$ cat src/rtl/id_ex_stage_pkg.sv
// Shared definitions for the ID/EX stage: ALU op encodings, forwarding selects,
// the zero-register constant and the register-dependency match helper.
package id_ex_stage_pkg;

  localparam logic [4:0] REG_ZERO = 5'd0;
  localparam logic [3:0] ALU_NOP  = 4'd0;

  typedef enum logic [3:0] {
    ALU_ADD = 4'd0,
    ALU_SUB = 4'd1,
    ALU_AND = 4'd2,
    ALU_OR  = 4'd3,
    ALU_SLT = 4'd4,
    ALU_NOR = 4'd5,
    ALU_XOR = 4'd6
  } alu_op_e;

  typedef enum logic [1:0] {
    FWD_NONE   = 2'b00,
    FWD_MEM_WB = 2'b01,
    FWD_EX_MEM = 2'b10
  } fwd_sel_e;

  // $0 is hardwired, so a write to it never creates a real dependency
  function automatic logic reg_match(input logic [4:0] r,
                                     input logic [4:0] rs,
                                     input logic [4:0] rt,
                                     input logic       uses_rt);
    return (r != REG_ZERO) && ((r == rs) || (uses_rt && (r == rt)));
  endfunction

endpackage

$ cat src/rtl/id_ex_stage_hazard_detect.sv
// Combinational detection of hazards that forwarding cannot cover, and the
// number of stall cycles each one needs.
module id_ex_stage_hazard_detect
  import id_ex_stage_pkg::*;
(
  input  logic [4:0] if_id_rs,
  input  logic [4:0] if_id_rt,
  input  logic       uses_rt,
  input  logic       is_branch,
  input  logic [4:0] id_ex_rd,
  input  logic       id_ex_mem_read,
  input  logic [4:0] ex_mem_rd,
  input  logic       ex_mem_mem_read,
  output logic       hazard,
  output logic [1:0] need
);

  logic load_use_s;
  logic br_mem_s;

  // A branch right behind a load waits for the load to reach WB-forwardable data
  always_comb begin
    load_use_s = id_ex_mem_read && reg_match(id_ex_rd, if_id_rs, if_id_rt, uses_rt);
    br_mem_s   = is_branch && ex_mem_mem_read && reg_match(ex_mem_rd, if_id_rs, if_id_rt, uses_rt);
    hazard     = 1'b0;
    need       = 2'd0;
    if (load_use_s) begin
      hazard = 1'b1;
      need   = is_branch ? 2'd2 : 2'd1;
    end else if (br_mem_s) begin
      hazard = 1'b1;
      need   = 2'd1;
    end else begin
      hazard = 1'b0;
      need   = 2'd0;
    end
  end

endmodule

$ cat src/rtl/id_ex_stage.sv
// ID/EX pipeline register with load-use / load-branch stall sequencing,
// bubble insertion and a saturating stall counter.
module id_ex_stage
  import id_ex_stage_pkg::*;
#(
  parameter int DATA_W = 32,
  parameter int CNT_W  = 16
) (
  input  logic              clk,
  input  logic              rst_n,
  input  logic [4:0]        IF_ID_Rs,
  input  logic [4:0]        IF_ID_Rt,
  input  logic [4:0]        IF_ID_Rd,
  input  logic              id_uses_rt,
  input  logic              id_is_branch,
  input  logic              id_regWrite,
  input  logic              id_memRead,
  input  logic              id_memWrite,
  input  logic              id_memToReg,
  input  logic              id_aluSrc,
  input  logic              id_regDst,
  input  logic [3:0]        id_aluOp,
  input  logic [DATA_W-1:0] id_rs_data,
  input  logic [DATA_W-1:0] id_rt_data,
  input  logic [DATA_W-1:0] id_imm,
  input  logic [4:0]        EX_MEM_Rd,
  input  logic              EX_MEM_memRead,
  input  logic              flush,
  output logic [4:0]        ID_EX_Rs,
  output logic [4:0]        ID_EX_Rt,
  output logic [4:0]        ID_EX_Rd,
  output logic              ID_EX_regWrite,
  output logic              ID_EX_memRead,
  output logic              ID_EX_memWrite,
  output logic              ID_EX_memToReg,
  output logic              ID_EX_aluSrc,
  output logic [3:0]        ID_EX_aluOp,
  output logic [DATA_W-1:0] ID_EX_rs_data,
  output logic [DATA_W-1:0] ID_EX_rt_data,
  output logic [DATA_W-1:0] ID_EX_imm,
  output logic              pc_write,
  output logic              if_id_write,
  output logic [CNT_W-1:0]  stall_count
);

  logic       hazard_s;
  logic [1:0] need_s;
  logic [1:0] rem_r;
  logic [1:0] rem_nxt_s;
  logic       stall_s;

  id_ex_stage_hazard_detect u_hazard_detect (
    .if_id_rs        (IF_ID_Rs),
    .if_id_rt        (IF_ID_Rt),
    .uses_rt         (id_uses_rt),
    .is_branch       (id_is_branch),
    .id_ex_rd        (ID_EX_Rd),
    .id_ex_mem_read  (ID_EX_memRead),
    .ex_mem_rd       (EX_MEM_Rd),
    .ex_mem_mem_read (EX_MEM_memRead),
    .hazard          (hazard_s),
    .need            (need_s)
  );

  // Stall sequencer next state; detection is only consulted while idle (rem == 0)
  always_comb begin
    rem_nxt_s = rem_r;
    stall_s   = 1'b0;
    if (flush) begin
      rem_nxt_s = 2'd0;
      stall_s   = 1'b0;
    end else if (rem_r != 2'd0) begin
      rem_nxt_s = rem_r - 2'd1;
      stall_s   = 1'b1;
    end else if (hazard_s) begin
      rem_nxt_s = need_s - 2'd1;
      stall_s   = 1'b1;
    end else begin
      rem_nxt_s = 2'd0;
      stall_s   = 1'b0;
    end
  end

  assign pc_write    = !stall_s;
  assign if_id_write = !stall_s;

  // Remaining-stall register
  always_ff @(posedge clk or negedge rst_n) begin
    if (!rst_n) begin
      rem_r <= 2'd0;
    end else begin
      rem_r <= rem_nxt_s;
    end
  end

  // Pipeline register: flush zeroes everything, stall bubbles only the control bits
  always_ff @(posedge clk or negedge rst_n) begin
    if (!rst_n) begin
      ID_EX_Rs       <= 5'd0;
      ID_EX_Rt       <= 5'd0;
      ID_EX_Rd       <= 5'd0;
      ID_EX_regWrite <= 1'b0;
      ID_EX_memRead  <= 1'b0;
      ID_EX_memWrite <= 1'b0;
      ID_EX_memToReg <= 1'b0;
      ID_EX_aluSrc   <= 1'b0;
      ID_EX_aluOp    <= ALU_NOP;
      ID_EX_rs_data  <= '0;
      ID_EX_rt_data  <= '0;
      ID_EX_imm      <= '0;
    end else if (flush) begin
      ID_EX_Rs       <= 5'd0;
      ID_EX_Rt       <= 5'd0;
      ID_EX_Rd       <= 5'd0;
      ID_EX_regWrite <= 1'b0;
      ID_EX_memRead  <= 1'b0;
      ID_EX_memWrite <= 1'b0;
      ID_EX_memToReg <= 1'b0;
      ID_EX_aluSrc   <= 1'b0;
      ID_EX_aluOp    <= ALU_NOP;
      ID_EX_rs_data  <= '0;
      ID_EX_rt_data  <= '0;
      ID_EX_imm      <= '0;
    end else begin
      ID_EX_Rs       <= IF_ID_Rs;
      ID_EX_Rt       <= IF_ID_Rt;
      ID_EX_Rd       <= id_regDst ? IF_ID_Rd : IF_ID_Rt;
      ID_EX_rs_data  <= id_rs_data;
      ID_EX_rt_data  <= id_rt_data;
      ID_EX_imm      <= id_imm;
      ID_EX_regWrite <= stall_s ? 1'b0 : id_regWrite;
      ID_EX_memRead  <= stall_s ? 1'b0 : id_memRead;
      ID_EX_memWrite <= stall_s ? 1'b0 : id_memWrite;
      ID_EX_memToReg <= stall_s ? 1'b0 : id_memToReg;
      ID_EX_aluSrc   <= stall_s ? 1'b0 : id_aluSrc;
      ID_EX_aluOp    <= stall_s ? ALU_NOP : id_aluOp;
    end
  end

  // Saturating stall-cycle counter
  always_ff @(posedge clk or negedge rst_n) begin
    if (!rst_n) begin
      stall_count <= '0;
    end else if (stall_s && (stall_count != {CNT_W{1'b1}})) begin
      stall_count <= stall_count + {{(CNT_W-1){1'b0}}, 1'b1};
    end else begin
      stall_count <= stall_count;
    end
  end

endmodule

$ cat config.mk
export PLATFORM = sky130hd
export DESIGN_NAME = id_ex_stage
export DESIGN_NICKNAME = d
export VERILOG_FILES = /design/src/rtl/id_ex_stage_pkg.sv /design/src/rtl/id_ex_stage_hazard_detect.sv /design/src/rtl/id_ex_stage.sv
export SDC_FILE = /design/constraint.sdc
export NUM_CORES = 1
export LEC_CHECK = 0
export ABC_CLOCK_PERIOD_IN_PS = 2200
export CORE_ASPECT_RATIO = 0.5
export CORE_MARGIN = 3
export CORE_UTILIZATION = 40
export CTS_BUF_LIST = sky130_fd_sc_hd__clkbuf_2 sky130_fd_sc_hd__clkbuf_4 sky130_fd_sc_hd__clkbuf_8
export DETAILED_ROUTE_END_ITERATION = 6
export DONT_BUFFER_PORTS = 1
export MAX_ROUTING_LAYER = met4
export RECOVER_POWER = 100
export SETUP_SLACK_MARGIN = 0.02
export SYNTH_ARGS = -nofsm -noshare
export SYNTH_HDL_FRONTEND = slang
export SYNTH_SLANG_ARGS = --single-unit
$ cat constraint.sdc
create_clock -name clk -period 2.2 [get_ports clk]
set_input_delay 0.11 -clock clk [delete_from_list [all_inputs] [get_ports clk]]
set_output_delay 0.11 -clock clk [all_outputs]
set_load 0.1 [all_outputs]
==> results of run 1 <==
==> Yosys cell counts <==
cell type | number | share of area
mux2_4 | 1 | 0.0030
nand3_1 | 9 | 0.0089
a21oi_1 | 1 | 0.00099
clkbuf_1 | 11 | 0.0082
dfrtp_1 | 138 | 0.68
buf_1 | 3 | 0.0022
xor2_1 | 8 | 0.014
and3_1 | 1 | 0.0012
nor4b_1 | 1 | 0.0017
mux2i_1 | 5 | 0.0099
ha_1 | 1 | 0.0025
o21ai_0 | 1 | 0.00099
xnor2_1 | 25 | 0.043
o2111ai_1 | 2 | 0.0035
or2_2 | 1 | 0.0012
or4_4 | 1 | 0.0022
and3b_1 | 1 | 0.0017
or4_1 | 4 | 0.0059
nand4_1 | 2 | 0.0025
mux2_2 | 1 | 0.0022
o21a_1 | 1 | 0.0015
buf_2 | 1 | 0.00099
nor3_1 | 6 | 0.0059
nor3b_1 | 2 | 0.0030
or3_4 | 1 | 0.0022
nand4b_1 | 1 | 0.0017
nand2_1 | 13 | 0.0097
o22ai_1 | 2 | 0.0025
nand2b_1 | 1 | 0.0012
nor2_1 | 9 | 0.0067
nor4_1 | 4 | 0.0050
and2_1 | 9 | 0.011
buf_4 | 1 | 0.0015
nor4_4 | 1 | 0.0042
buf_6 | 2 | 0.0045
nor2b_1 | 106 | 0.13
inv_1 | 2 | 0.0015
nor3_2 | 1 | 0.0020
mux2_1 | 1 | 0.0022
a31oi_1 | 1 | 0.0012
==> logic make-up after synthesis <==
group                      count (synthesis)  synth area share
muxes                                      8           0.01734
and+or+nand+nor                          174            0.2096
AOI/OAI and AO/OA                          8           0.01065
DFF                                      138            0.6838
xor gates and xnor gates                  33           0.05724
adders and majority gates                  1          0.002477
buffers and inverters                     20           0.01883
==> through the flow <==
step / std cells / instance area, um2 / utilization / setup slack [ns]
2_1_floorplan: 382 / 5109 / - / -0.3276
3_3_place_gp: 559 / 5453 / 0.4525 / 0.01132
3_5_place_dp: 559 / 5453 / 0.4525 / -0.01943
==> results.yml, run 1 <==
status:
  outcome: "aborted with a tool error"
  flow.stopped_at: "clock tree synthesis"
  error: "[ERROR RSZ-0060] Max buffer count reached."
yosys:
  syn_area_um2: 5050
  ys_ff_latch: 138
  syn-num-nets: 515
  synth_cells: 382
  synth.avg_cell_area_um2: 13.22
  seq_area_frac_synth: 0.6838
  ys_types: 40
  ys_warn_count: 0
clock_network:
  post_cts_buffers: 6
  ctsResizeCount: 16
  cts_inserted_buffers: 17
  ctsLongestPathBuffers: 2
  ctsHoldBuffers: 120
  root_buffer: "clkbuf_8"
  htree_levels: 4
  clkSinkCount: 138
floorplanning:
  placementRows: 28
  ios: 270
  initial_core_util: 0.4190
  die_y_um: 85.45
  fp.dieW_um: 164.9
place:
  io_buffers: 0
  place_congestion: 0.7845
  hpwl_mm: 8.553
==> run 2: changes to the inputs <==
- ABC_CLOCK_PERIOD_IN_PS: 2200 -> 2900
- CORE_ASPECT_RATIO: 0.5 -> not set
- CORE_UTILIZATION: 40 -> 25
- CTS_BUF_LIST: sky130_fd_sc_hd__clkbuf_2 sky130_fd_sc_hd__clkbuf_4 sky130_fd_sc_hd__clkbuf_8 -> not set
- MAX_ROUTING_LAYER: met4 -> not set
- PLACE_DENSITY_LB_ADDON: not set -> 0.15
- SETUP_SLACK_MARGIN: 0.02 -> not set
- clock period: 2.2 -> 2.9 ns (I/O delays scaled with it)
==> run 2 against run 1 <==
Compared with the run above:
- the flow now finishes, with violations (hold timing)
- synthesized cell count unchanged
- synthesized area did not move
==> results.yml, run 2 <==
finish:
  layout_commonest_cell: "dfrtp_1"
  antenna_cells: 0
  nNetsFinal: 666
  drive_gt1_frac: 0.08059
  area.growth.synth_to_final_pct: 43.66
  n_fill_cell: 1919
  fin_cells: 811
  mostFrequentLayoutCells: "dfrtp_1, dlygate4sd3_1, nor2b_1"
  multiInputGateArea_um2: 1480
  seq_area_um2: 3460
  largest_registers: "ID_EX_imm: 32 flops, ID_EX_rs_data: 32 flops, ID_EX_rt_data: 32 flops"
critical_path:
  crit_required_ns: 3.15
  r2r_cells: 6
  crit_arrival_ns: 2.95
  start_kind: "flop"
  cp_max_fo: 4
  critPathKind: "reg2reg"
  cp-end-kind: "flop"
yosys:
  ys_ff_latch: 138
  ys_types: 40
  seq_area_frac_synth: 0.6838
  synth.avg_cell_area_um2: 13.22
  synth_flop_cell: "dfrtp_1"
  ys_warn_count: 0
  synth_top_area_share: 0.6838
  yosys.area.top_type: "dfrtp_1"
  syn_area_um2: 5050
  synth_edf_count: 0
  synth_cells: 382
  synth_area_leaders: "dfrtp_1, nor2b_1, xnor2_1, xor2_1, and2_1"
  synth_commonest_cells: "dfrtp_1, nor2b_1, xnor2_1"
  async_flop_share: 1.000
  yosysMostFrequentCell: "dfrtp_1"
  syn-num-nets: 515
place:
  io_buffers: 0
  dp.cells: 653
  hpwl_mm: 8.985
  place_congestion: 0.6953
sta:
  rsz0062_at_grt: "no"
  finalCriticalPeriod_ns: 2.706
  finalCritPeriodShare: 0.9331
  finalSetupTns_ns: 0
  finalHoldWorstSlack_ns: -0.5734
  slew_headroom: 0.07751
  finClkSkew_ns: 0.008578
  hold_viol: 138
  timing.fmax_ghz: 0.3696
  final-max-slew-violation-count: 0
  setup_viol: 0
  worstMarginPinSlew_ns: 1.384
floorplanning:
  fp.dieW_um: 148.1
  initial_core_util: 0.2569
  core_um2: 19650
  ios: 270
  dieArea_um2: 21940
  placementRows: 51
  die_y_um: 148.1
drt:
  avgRoutedWirePerCell_um: 16.65
  drt_wl_total_mm: 13.50
  viasPerCell: 4.219
  route.detailed.drc: 0
  num_vias: 3422
  antenna_left: 0
  firstDrtPassIters: 4
  dr.first_iter.drc_count: 59
global_route:
  grt_pass1_wl_mm: 21.30
  grtUsageTotal: 0.1247
  overflow: 0
  antenna_found_initial: 0
  grt_max_degree: 139
  grt_pass1_vias: 3828
clock_network:
  path_clk_slew_ns: 0.06
  post_cts_buffers: 0
  htree_levels: 4
  cts_tree: "yes"
  clkSinkCount: 138
  clk_latency_ns: 0.41
  ctsHoldBuffers: 126
  root_buffer: "clkbuf_16"
  ctsLongestPathBuffers: 2
  cts_inserted_buffers: 17
pwr:
  power.density_nw_per_um2: 745.5
  leakagePower_nw: 3.168
  ir_drop_v: 0.0003554
  power_mw: 5.408
hold_path:
  hp-class: "in2async"
status:
  outcome: "complete, but fails checks"
  violations: "hold timing"
flow_run:
  drv_cap: 0
## run 2: logic make-up (layout without fill, tap and decap cells)
group	count (synthesis)	after routing	synth area share
AO/OA/AOI/OAI	8	8	0.01065
XOR/XNOR	33	33	0.05724
adder cells (fa/ha/maj)	1	1	0.002477
buffers and inverters	20	184	0.01883
flip-flops	138	138	0.6838
multiplexers	8	8	0.01734
AND/OR/NAND/NOR	174	174	0.2096
## run 2: final timing paths
kind | from | to | slack (ns)
max reg2reg | stall_count[1]$_DFFE_PN0P_ | stall_count[9]$_DFFE_PN0P_ | 0.19
min | rst_n | ID_EX_memToReg$_DFF_PN0_ | -0.57
max in group asynchronous | rst_n | ID_EX_imm[9]$_DFF_PN0_ | 3.32
max | stall_count[1]$_DFFE_PN0P_ | stall_count[9]$_DFFE_PN0P_ | 0.19
min reg2reg | rem_r[0]$_DFF_PN0_ | rem_r[0]$_DFF_PN0_ | 0.50
min in group clk | flush | stall_count[5]$_DFFE_PN0P_ | 0.03
## run 2: per-layer routing
| metal | global-route usage | wire length (um) | vias up |
|---|---|---|---|
| met5 | 0 | 0 | - |
| met4 | 0.04111 | 227 | 0 |
| met3 | 0.07038 | 1531 | 17 |
| met2 | 0.2046 | 6734 | 183 |
| met1 | 0.1371 | 5009 | 1692 |
| li1 | - | - | 1530 |
## run 2: final cells by class
cell class | count | area share
clock buffers | 19 | 0.06106
repair buffers | 150 | 0.1887
well taps | 265 | 0.04571
clock inverters | 13 | 0.02259
flip-flops and latches | 138 | 0.4769
inverters | 2 | 0.001035
multi-input cells | 224 | 0.2040
## run 2: power breakdown
group          internal (mW)  leakage (nW)  switching (mW)
Sequential              2.01          1.78           0.684
Clock                   1.38         0.295           0.851
Combinational          0.212          1.09           0.263
## run 2: critical path, stage by stage (launching register included)
cell and delay [ns]:
dfrtp_1 0.35, clkbuf_1 0.92, nand3_1 0.34, nor2_1 0.31
nand2_1 0.08, or4_1 0.41, xnor2_1 0.14
## run 2: stage by stage
step	hold WS [ns]	cell area (um2)	setup WS (ns)	util
CTS	-0.5965	7378	0.04235	0.3754
global placement	-0.1475	5493	0.4821	0.2795
floorplan	-0.1506	5056	0.01600	-
detailed placement	-0.1472	5493	0.4632	0.2795
global route	-0.6066	7254	0.04975	0.3691
finish	-0.5734	7254	0.1941	0.3691
## run 2: repair_timing
| action | CTS | global route |
|---|---|---|
| endpoints found under the setup margin | 0 | 2 |
| endpoints found under the hold margin | 269 | 138 |
| gates resized for setup | 0 | 1 |
(Power assumes the default switching activity.)
==> run 3: changes to the inputs <==
- CORE_ASPECT_RATIO: not set -> 0.8
==> run 3 against run 2 <==
Compared with the run above:
- the flow still finishes with violations (hold timing)
- sequential power barely moved
- clock power fell by 3%
- first-iteration DRC count rose by 120%
- sequential cell count did not move
- global-route usage rose by 1.0 points
- total power fell by 0.79%
- sequential share of layout area fell by 0.11 points
- die area barely moved
- final area rose by 0.24%
- routed wire length rose by 8.8%
- clock skew fell by 0.0046 ns
- critical path type is now reg2out
==> results.yml, run 3 (same netlist as run 2, synthesis figures left out) <==
status:
  outcome: "complete, but fails checks"
  violations: "hold timing"
sta:
  worstMarginPinSlew_ns: 1.376
  final-max-slew-violation-count: 0
  finalSetupTns_ns: 0
  rsz0062_at_grt: "no"
  timing.fmax_ghz: 0.3787
  finalCriticalPeriod_ns: 2.640
  setup_viol: 0
  hold_viol: 138
  finalCritPeriodShare: 0.9105
  timing.final.ws_setup_ns: 0.2595
  finalHoldWorstSlack_ns: -0.5816
  finClkSkew_ns: 0.004005
  slew_headroom: 0.08267
global_route:
  grtUsageTotal: 0.1349
  grt_max_degree: 139
  overflow: 0
  antenna_found_initial: 0
  grt_pass1_vias: 3854
  grt_pass1_wl_mm: 22.09
critical_path:
  start_kind: "flop"
  critPathKind: "reg2out"
  cp_max_fo: 7
  critical_path.cell_chain: "or4_1 -> o21a_1 -> a21oi_1 -> and3b_1 -> or2_2 -> buf_12"
  reg2reg_slack_ns: 0.44
  cp-end-kind: "output pin"
  crit_required_ns: 2.76
  cp-startpoint: "ID_EX_Rd[0]$_DFF_PN0_"
  rr_startpoint: "ID_EX_Rd[0]$_DFF_PN0_"
  crit_slowest_cell: "or4_1"
  crit_family: "simple AND/OR/NAND/NOR gates"
  slowest_delay_ns: 0.52
  critical_path_buf_inv_count: 1
  crit_arrival_ns: 2.50
floorplanning:
  die_y_um: 133.1
  placementRows: 45
  dieArea_um2: 21950
  fp.dieW_um: 164.9
  ios: 270
  core_um2: 19370
  initial_core_util: 0.2607
pwr:
  leakagePower_nw: 3.187
  p_clk_frac: 0.405
  intPower_mw: 3.466
  power_frac_comb: 0.092
  ir_drop_v: 0.0003484
  p_sw_mw: 1.900
  power.density_nw_per_um2: 737.8
  sw_frac_of_total: 0.3541
  sequentialPowerShare: 0.502
finish:
  drive_gt1_frac: 0.08394
  mostFrequentLayoutCells: "dfrtp_1, dlygate4sd3_1, nor2b_1"
  nNetsFinal: 668
  antenna_cells: 0
  area.growth.synth_to_final_pct: 44.00
  largest_registers: "ID_EX_imm: 32 flops, ID_EX_rs_data: 32 flops, ID_EX_rt_data: 32 flops"
  layout_commonest_cell: "dfrtp_1"
place:
  preCtsSetupSlack_ns: 0.6347
  io_buffers: 0
  hpwl_mm: 9.949
  place_congestion: 0.7655
clock_network:
  htree_levels: 4
  clkSinkCount: 138
  cts_tree: "yes"
  clk_latency_ns: 0.41
  cts_inserted_buffers: 17
  ctsLongestPathBuffers: 2
  path_clk_slew_ns: 0.07
  post_cts_buffers: 0
  root_buffer: "clkbuf_16"
  ctsHoldBuffers: 127
  ctsResizeCount: 0
drt:
  drt_wl_total_mm: 14.69
  avgRoutedWirePerCell_um: 18.23
  route.detailed.drc: 0
  antenna_left: 0
  firstDrtPassIters: 4
  num_vias: 3387
  dr.first_iter.drc_count: 132
  viasPerCell: 4.202
flow_run:
  drv_cap: 0
hold_path:
  hp-class: "in2async"
==> run 3: changes by cell type in the layout (fill, tap and decap cells not counted), sizes merged <==
cell         change
clkinvlp         -2
inv              +7
clkinv           -1
clkbuf           -4
dlygate4sd3      +1
bufinv           -2
buf              +3
==> run 3: final cells by class <==
| cell class | instances | area [um2] |
|---|---|---|
| Timing Repair Buffer | 152 | 1410 |
| Clock buffer | 17 | 425.4 |
| Multi-Input combinational cell | 224 | 1480 |
| Fill cell | 1875 | 12100 |
| Inverter | 2 | 7.507 |
| Tap cell | 258 | 322.8 |
| Sequential cell | 138 | 3460 |
| Clock inverter | 15 | 166.4 |
==> run 3: stage by stage <==
step,std cells,cell area (um2),hold WS [ns],util,power (mW)
3_5_place_dp,647,5492,-0.1469,0.2835,3.078
3_3_place_gp,647,5492,-0.1472,0.2835,3.077
4_1_cts,806,7372,-0.6090,0.3806,5.453
2_1_floorplan,382,5056,-0.1506,-,3.010
5_1_grt,806,7272,-0.6206,0.3755,5.571
6_report,806,7272,-0.5816,0.3755,5.365
==> run 3: path summary, 6_finish.rpt <==
| path | end | cells after the start |
|---|---|---|
| worst max register to register | stall_count[4]$_DFFE_PN0P_ | 7 |
| worst min-delay path | ID_EX_Rs[1]$_DFF_PN0_ | 0 |
| max in group asynchronous | ID_EX_rs_data[21]$_DFF_PN0_ | 0 |
| min in group clk | rem_r[0]$_DFF_PN0_ | 4 |
| worst min register to register | rem_r[1]$_DFF_PN0_ | 2 |
| worst max-delay path | pc_write | 6 |
==> run 3: routing by layer <==
layer  global-route usage  wire, um  vias up
li1                     -         -     1533
met1               0.1416      5417     1677
met2               0.2239      7250      171
met3              0.08828      1902        6
met4              0.03493       119        0
met5                    0         0        -
==> run 3: power groups by stage <==
stage / logic, mW / clock network [mW] / registers [mW]
3_3_place_gp: 0.340 / 0 / 2.74
3_5_place_dp: 0.345 / 0 / 2.73
6_report: 0.496 / 2.17 / 2.70
4_1_cts: 0.511 / 2.24 / 2.70
2_1_floorplan: 0.151 / 0 / 2.86
5_1_grt: 0.529 / 2.34 / 2.71
==> run 4: changes to the inputs <==
- CORE_MARGIN: 3 -> 4
- CTS_BUF_LIST: not set -> sky130_fd_sc_hd__clkbuf_2
==> run 4 against run 3 <==
Compared with the run above:
- the run now fails in clock tree synthesis
- synthesized area stayed put
- synthesized cell count stayed put
==> results.yml, run 4 <==
floorplanning:
  initial_core_util: 0.2543
  fp.dieW_um: 166.9
  placementRows: 46
  die_y_um: 135.1
  ios: 270
clock_network:
  ctsLongestPathBuffers: 2
  clkSinkCount: 138
  root_buffer: "clkbuf_2"
  ctsHoldBuffers: 138
  cts_inserted_buffers: 17
  ctsResizeCount: 1
  htree_levels: 4
  post_cts_buffers: 1
place:
  io_buffers: 0
  hpwl_mm: 9.737
  dp.cells: 653
  place_congestion: 0.7420
status:
  error: "[ERROR RSZ-0060] Max buffer count reached."
  flow.stopped_at: "clock tree synthesis"
  outcome: "aborted with a tool error"
yosys:
  synth_cells: 382
  synth_commonest_cells: "dfrtp_1, nor2b_1, xnor2_1"
  ys_warn_count: 0
  yosys.area.top_type: "dfrtp_1"
  synth.avg_cell_area_um2: 13.22
  synth_flop_cell: "dfrtp_1"
  synth_top_area_share: 0.6838
  syn_area_um2: 5050
  syn-num-nets: 515
  synth_area_leaders: "dfrtp_1, nor2b_1, xnor2_1, xor2_1, and2_1"
  yosysMostFrequentCell: "dfrtp_1"
  seq_area_frac_synth: 0.6838
  ys_ff_latch: 138
  ys_types: 40
  async_flop_share: 1.000
  synth_edf_count: 0
run 4: metrics by stage:
stage / setup WS, ns / cell area (um2)
after detailed placement: 0.5784 / 5512
after global placement: 0.5652 / 5512
after floorplan: 0.01600 / 5056
run 4: logic make-up after synthesis:
kind of cell,share of synthesized area
xor gates and xnor gates,0.05724
buffers and inverters,0.01883
and+or+nand+nor,0.2096
AOI/OAI and AO/OA,0.01065
DFF,0.6838
muxes,0.01734
adders and majority gates,0.002477
